==> src/rtl/pipe_ctrl.sv <==
// pipe_ctrl: 5-stage pipeline sequencer. Drives stage enables/flushes from
// load-use, taken-branch and data-memory stall terms. The dmem request FSM
// (IDLE/BUSY/ERR) issues dmem_req/dmem_we and latches a sticky timeout error.
// Ports: clk, rst (sync, active high); id_rs1/id_rs2/ex_rd, ex_mem_read,
// ex_branch, is_zero, mem_valid, mem_write, dmem_ack in; dmem_req, dmem_we,
// stage enables/flushes, pc_sel_branch, mem_err, stall_cycles out.
module pipe_ctrl #(
   parameter int TIMEOUT = 16,
   parameter int REG_AW  = 5
) (
   input  logic              clk,
   input  logic              rst,
   input  logic [REG_AW-1:0] id_rs1,
   input  logic [REG_AW-1:0] id_rs2,
   input  logic [REG_AW-1:0] ex_rd,
   input  logic              ex_mem_read,
   input  logic              ex_branch,
   input  logic              is_zero,
   input  logic              mem_valid,
   input  logic              mem_write,
   input  logic              dmem_ack,
   output logic              dmem_req,
   output logic              dmem_we,
   output logic              pc_en,
   output logic              if_id_en,
   output logic              id_ex_en,
   output logic              ex_mem_en,
   output logic              if_id_flush,
   output logic              id_ex_flush,
   output logic              mem_wb_flush,
   output logic              pc_sel_branch,
   output logic              mem_err,
   output logic [31:0]       stall_cycles
);

   typedef enum logic [1:0] {
      IDLE = 2'd0,
      BUSY = 2'd1,
      ERR  = 2'd2
   } state_t;

   localparam logic [7:0] LAST = 8'(TIMEOUT - 1);

   state_t      state_q, state_d;
   logic [7:0]  wait_q, wait_d;
   logic [31:0] stall_cnt;

   logic mem_stall;
   logic lu;
   logic br;

   assign lu = ex_mem_read && (ex_rd != '0) &&
               ((ex_rd == id_rs1) || (ex_rd == id_rs2));
   assign br = ex_branch && is_zero;

   always_comb begin
      state_d   = state_q;
      wait_d    = wait_q;
      mem_stall = 1'b0;
      unique case (state_q)
         IDLE: begin
            mem_stall = mem_valid;
            if (mem_valid)
               state_d = BUSY;
         end
         BUSY: begin
            mem_stall = !dmem_ack;
            // ack in the final BUSY cycle beats the timeout
            if (dmem_ack) begin
               state_d = IDLE;
               wait_d  = '0;
            end else if (wait_q == LAST) begin
               state_d = ERR;
            end else begin
               wait_d = wait_q + 8'd1;
            end
         end
         ERR: state_d = ERR;
         default: state_d = IDLE;
      endcase
   end

   always_comb begin
      pc_en         = 1'b0;
      if_id_en      = 1'b0;
      id_ex_en      = 1'b0;
      ex_mem_en     = 1'b0;
      if_id_flush   = 1'b0;
      id_ex_flush   = 1'b0;
      mem_wb_flush  = 1'b0;
      pc_sel_branch = 1'b0;
      if (rst || state_q == ERR) begin
         pc_en = 1'b0;
      end else if (mem_stall) begin
         // inputs stay frozen, so a pending branch resolves after release
         mem_wb_flush = 1'b1;
      end else if (br) begin
         pc_en         = 1'b1;
         if_id_en      = 1'b1;
         id_ex_en      = 1'b1;
         ex_mem_en     = 1'b1;
         pc_sel_branch = 1'b1;
         if_id_flush   = 1'b1;
         id_ex_flush   = 1'b1;
      end else if (lu) begin
         id_ex_en    = 1'b1;
         id_ex_flush = 1'b1;
         ex_mem_en   = 1'b1;
      end else begin
         pc_en     = 1'b1;
         if_id_en  = 1'b1;
         id_ex_en  = 1'b1;
         ex_mem_en = 1'b1;
      end
   end

   always_ff @(posedge clk) begin
      if (rst) begin
         state_q   <= IDLE;
         wait_q    <= '0;
         dmem_req  <= 1'b0;
         dmem_we   <= 1'b0;
         mem_err   <= 1'b0;
         stall_cnt <= '0;
      end else begin
         state_q  <= state_d;
         wait_q   <= wait_d;
         dmem_req <= (state_d == BUSY);
         mem_err  <= (state_d == ERR);
         if (state_q == IDLE && mem_valid)
            dmem_we <= mem_write;
         if (state_q != ERR && (mem_stall || (lu && !br)))
            stall_cnt <= stall_cnt + 32'd1;
      end
   end

   assign stall_cycles = stall_cnt;

endmodule
==> config.mk <==
export PLATFORM = sky130hd
export DESIGN_NAME = pipe_ctrl
export DESIGN_NICKNAME = d
export VERILOG_FILES = /design/src/rtl/pipe_ctrl.sv
export SDC_FILE = /design/constraint.sdc
export NUM_CORES = 1
export LEC_CHECK = 0
export CAP_MARGIN = 20
export CELL_PAD_IN_SITES_DETAIL_PLACEMENT = 2
export CELL_PAD_IN_SITES_GLOBAL_PLACEMENT = 2
export CORE_ASPECT_RATIO = 1.1
export CORE_UTILIZATION = 27
export CTS_CLUSTER_DIAMETER = 100
export DETAILED_ROUTE_END_ITERATION = 6
export PLACE_DENSITY = 0.89
export SYNTH_ARGS = -nofsm -noshare
export SYNTH_HDL_FRONTEND = slang
export SYNTH_SLANG_ARGS = --single-unit
==> constraint.sdc <==
create_clock -name clk -period 2.05 [get_ports clk]
set_input_delay 0.3075 -clock clk [delete_from_list [all_inputs] [get_ports clk]]
set_output_delay 0.3075 -clock clk [all_outputs]
set_load 0.005 [all_outputs]
== After elaboration in Yosys (flattened, before gate mapping) ==
Cells that the tools add are included.
W data, S select, Z words.
Storage, ports and cells
  bits in registers: 45
  input port bits: 23
  output and inout port bits: 43
  word-level logic and storage cells: 53
Cells by class
  $add $sub $neg: 2
  eq/ne operators: 9
  muxes and demuxes: 22
  reduce and logical (&&, ||, !) cells: 14
Operators with widths (number)
  $add A32 B1 Y32 const B: 1
  $mux W8: 2
  $mux W1: 15
  $eq A5 B5 Y1: 2
  $add A8 B1 Y8 const B: 1
  $eq A8 B4 Y1 const B: 1
  $logic_and A1 B1 Y1: 6
  $mux W2: 3
  $pmux W2 S3: 1
  $reduce_bool A5 Y1: 1
  $eq A2 B1 Y1 const B: 2
  $eq A2 B2 Y1 const B: 2
  $ne A2 B2 Y1 const B: 2
  $logic_or A1 B1 Y1: 3
  $logic_not A1 Y1: 2
  $logic_not A2 Y1: 1
  $pmux W1 S2: 1
  $reduce_and A2 Y1: 1

== Longest topological paths before layout ==
  depth after elaboration: 7
  mapped depth: 8
  gate-level depth less buffers: 7

== Worst setup path after synthesis ==
No wires, ideal clock.
  kind: input port to flip-flop
  start point: input port ex_rd[1]
  end point: register stall_cnt[1] (netlist: stall_cycles[1])
  setup time: 0.128 ns
  arrival: 1.742 ns
  required time: 1.922 ns
  slack: 0.180 ns
  stages on the path: 8
  path buffers: 2
  cell sequence: or4_1 o21ai_2 nor2_1 a21oi_4 buf_6 buf_12 mux2i_1 nor2_1
Between the ends
  word-level cells in the longest chain between the ends: 6
  elaborated cells between the ends (all ways): 9
  those cells by class: eq/ne: 2; reduce/logical: 7
Ends and longest elaborated chain
  start: declaration: line 15  | input logic [REG_AW-1:0] ex_rd,
  $eq A5 B5 Y1 / $reduce_bool A5 Y1 (equally long branches): line 53, 52
  $logic_or A1 B1 Y1 / $logic_and A1 B1 Y1 (equally long branches): line 53, 52
  $logic_and A1 B1 Y1 (*): line 52  | assign lu = ex_mem_read && (ex_rd != '0) &&
  $logic_and A1 B1 Y1 (*): line 132  | if (state_q != ERR && (mem_stall || (lu && !br)))
  $logic_or A1 B1 Y1 (*): line 132
  $logic_and A1 B1 Y1 (*): line 132
  end signal: assignment: line 133  | stall_cnt <= stall_cnt + 32'd1;
  end: declaration: line 46  | logic [31:0] stall_cnt;
Every way passes the cells marked *; elsewhere a longest branch is shown, timed or not.
A chain may end at the register's enable or synchronous reset.

== Final worst setup path ==
  start point: input port ex_rd[1]
  end point: register stall_cnt[5] (netlist: stall_cycles[5])
Same word-level chain as after synthesis.

==> impl_metrics.toml <==
[sta]
finClkSkew_ps = 5.51
tightest_slew_ps = 522
hold_viol = 0
min_period_ps = 2030
rsz0062_at_grt = "true"
clock.fmax_mhz = 492
fin_crit_sh_pct = 99.2
tns_ps = 0
setup_violations = 0
slew_viol_final = 0
whs_ps = 473
relSlewSlack_pct = 65.2

[clock_network]
clock_path_buffers = 2
path_clk_slew_ps = 80
clock_latency_ps = 310
numCtsBuffers = 5
htreeDepth = 2
hold_buffers = 0
cts_tree = "done"
cts.sinks = 45
cts_root_buf = "clkbuf_8"

[floorplanning]
die_h_um = 101
design.core.area_um2 = 8500
pin_count = 66
die_x_um = 91.6
num_rows = 35
initial_core_util_pct = 28.1
dieArea_um2 = 9220

[routing]
via_per_inst = 5.46
drc = 0
highest_layer = "met4"
wl_met1_um = 3860
wire_per_inst_um = 19.4
vias = 2763
first_pass_iters = 4
dr.first_iter.drc_count = 53
dr_wl_met2_um = 5330
ant_nets = 0
dr_wl_met3_um = 451
routed_wl_um = 9830

[finish]
insertedDiodeCount = 0
stdcell_area_um2 = 3700
final_common_cell = "clkdlybuf4s50_1"
synthToLayoutAreaGrowth_pct = 55.0
layout_common_cells = "clkdlybuf4s50_1, dfxtp_1, a21oi_1, buf_4, o21ai_0"
num-nets-final = 420
final_layout_size_suffix_gt1_share_pct = 23.8

[placement]
place_area_um2 = 3310
place_congestion = 0.757
dpl.hpwl_um = 6040
portBuffers = 65

[synthesis]
synth_flop_cell = "dfxtp_1"
yosysWarnings = 0
syn-mean-instance-area_um2 = 8.09
synth_cell_types = 45
yosys.area.top_type = "dfxtp_1"
synth.top_cell.area_share_pct = 37.8
synthArstFlopShare_pct = 0
synth_nets = 320
ys_ff_latch = 45
synth-edff-count = 0
syn_area_um2 = 2390
synth.area.top_cells = "dfxtp_1, a21oi_1, or3_1, o21ai_0, xnor2_1"
yosysSeqAreaShare_pct = 37.8
synthCells = 295

[pwr]
cellPowerDensity_nw_per_um2 = 506
peakVddDrop_v = 0.000358
p_leak_nw = 1.35

[critical_path]
crit_slowest_cell = "or4_4"
worstPathArrival_ps = 2270
max_stage_delay_ps = 510
start_kind = "primary input"
cp_cell_sequence = "dlygate4sd2_1 -> buf_4 -> xnor2_1 -> nand2_1 -> o22ai_4 -> buf_6 -> a21oi_4 -> buf_12 -> or4_4 -> a21oi_2"
cp_max_fo = 11
crit_type = "in2reg"
endpoint_kind = "flip-flop"
worstPathRequired_ps = 2280

[worst_hold_path]
min_path_type = "reg2reg"

[outcome]
status = "completed"

[global_route]
grt_pass1_vias = 3057
grt_usage_pct = 21.8
antenna_found_initial = 0
grt_pass1_wl_um = 15800
overflow = 0
grt_max_degree = 46

[run]
drv_cap = 0
## flip-flops by register name, summed over array words and instances, names as in the netlist
name / count
dmem_req: 1
stall_cycles: 32
dmem_we: 1
mem_err: 1
wait_q: 8
state_q: 2
## area by class of cell
type                    instances  area, um2
repair buffers                109       1090
flip-flops and latches         45        911
multi-input cells             230       1450
inverters                       4       15.0
fillers                       947       4800
clock buffers                   7       86.3
well taps                     111        139
## kinds of logic (layout without fill, tap and decap cells)
| kind of cell | count (synthesis) | in the layout | synth area share [%] |
|---|---|---|---|
| compound gates | 87 | 87 | 21.3 |
| simple gates | 129 | 129 | 29.9 |
| xor+xnor | 11 | 11 | 4.04 |
| mux | 1 | 1 | 0.420 |
| flops | 45 | 45 | 37.8 |
| fa+ha+maj | 2 | 2 | 1.05 |
| buf+inv | 20 | 120 | 5.45 |
## what timing repair did
item                       4_1_cts  5_1_grt
resized for setup               55       28
pin swaps                       20       11
setup buffers                   10        0
cloned                           5        0
setup endpoints to repair       40       40
## where the power goes
group / internal (mW) / total, mW / switching [mW] / leakage (nW)
Sequential: 0.886 / 0.899 / 0.0128 / 0.367
Clock: 0.268 / 0.580 / 0.311 / 0.0443
Combinational: 0.216 / 0.391 / 0.175 / 0.940
## synthesized netlist by cell type, types with 8 or more instances
cell,n
nand3_1,17
nand4_1,8
xnor2_1,10
or4_1,11
o31ai_1,9
nand2_1,20
nor2_1,22
a21oi_1,41
clkbuf_1,8
or3_1,23
o21ai_0,25
dfxtp_1,45
## critical path: cells and delay by family
kind,cells,cell delay [ps]
buffers and inverters,4,710
and+or+nand+nor,2,620
AOI/OAI and AO/OA,3,470
xor gates and xnor gates,1,160
## routing by layer
layer	up-vias	track usage [%]
li1	1291	-
met1	1379	24.0
met2	79	42.1
met3	14	3.54
met4	0	7.69
met5	-	0
## per-stage QoR
step,std cells,worst slack (ps),power (mW),util (%)
floorplan,295,180,1.06,-
global placement,485,-570,1.18,39.0
detailed placement,485,-609,1.20,39.0
CTS,507,-40.6,1.88,43.2
global route,506,-30.6,1.95,43.5
finish,506,15.9,1.87,43.5
## worst paths after layout
path / start / to / slack (ps) / cells after the start
worst max-delay path: ex_rd[1] / stall_cycles[5]$_SDFFE_PP0P_ / 20 / 10
worst min-delay path: dmem_we$_SDFFE_PP0P_ / dmem_we$_SDFFE_PP0P_ / 470 / 2
worst max register to register: stall_cycles[17]$_SDFFE_PP0P_ / stall_cycles[26]$_SDFFE_PP0P_ / 80 / 5
worst min register to register: dmem_we$_SDFFE_PP0P_ / dmem_we$_SDFFE_PP0P_ / 470 / 2
Note: power is estimated with default switching activity, not from simulation.
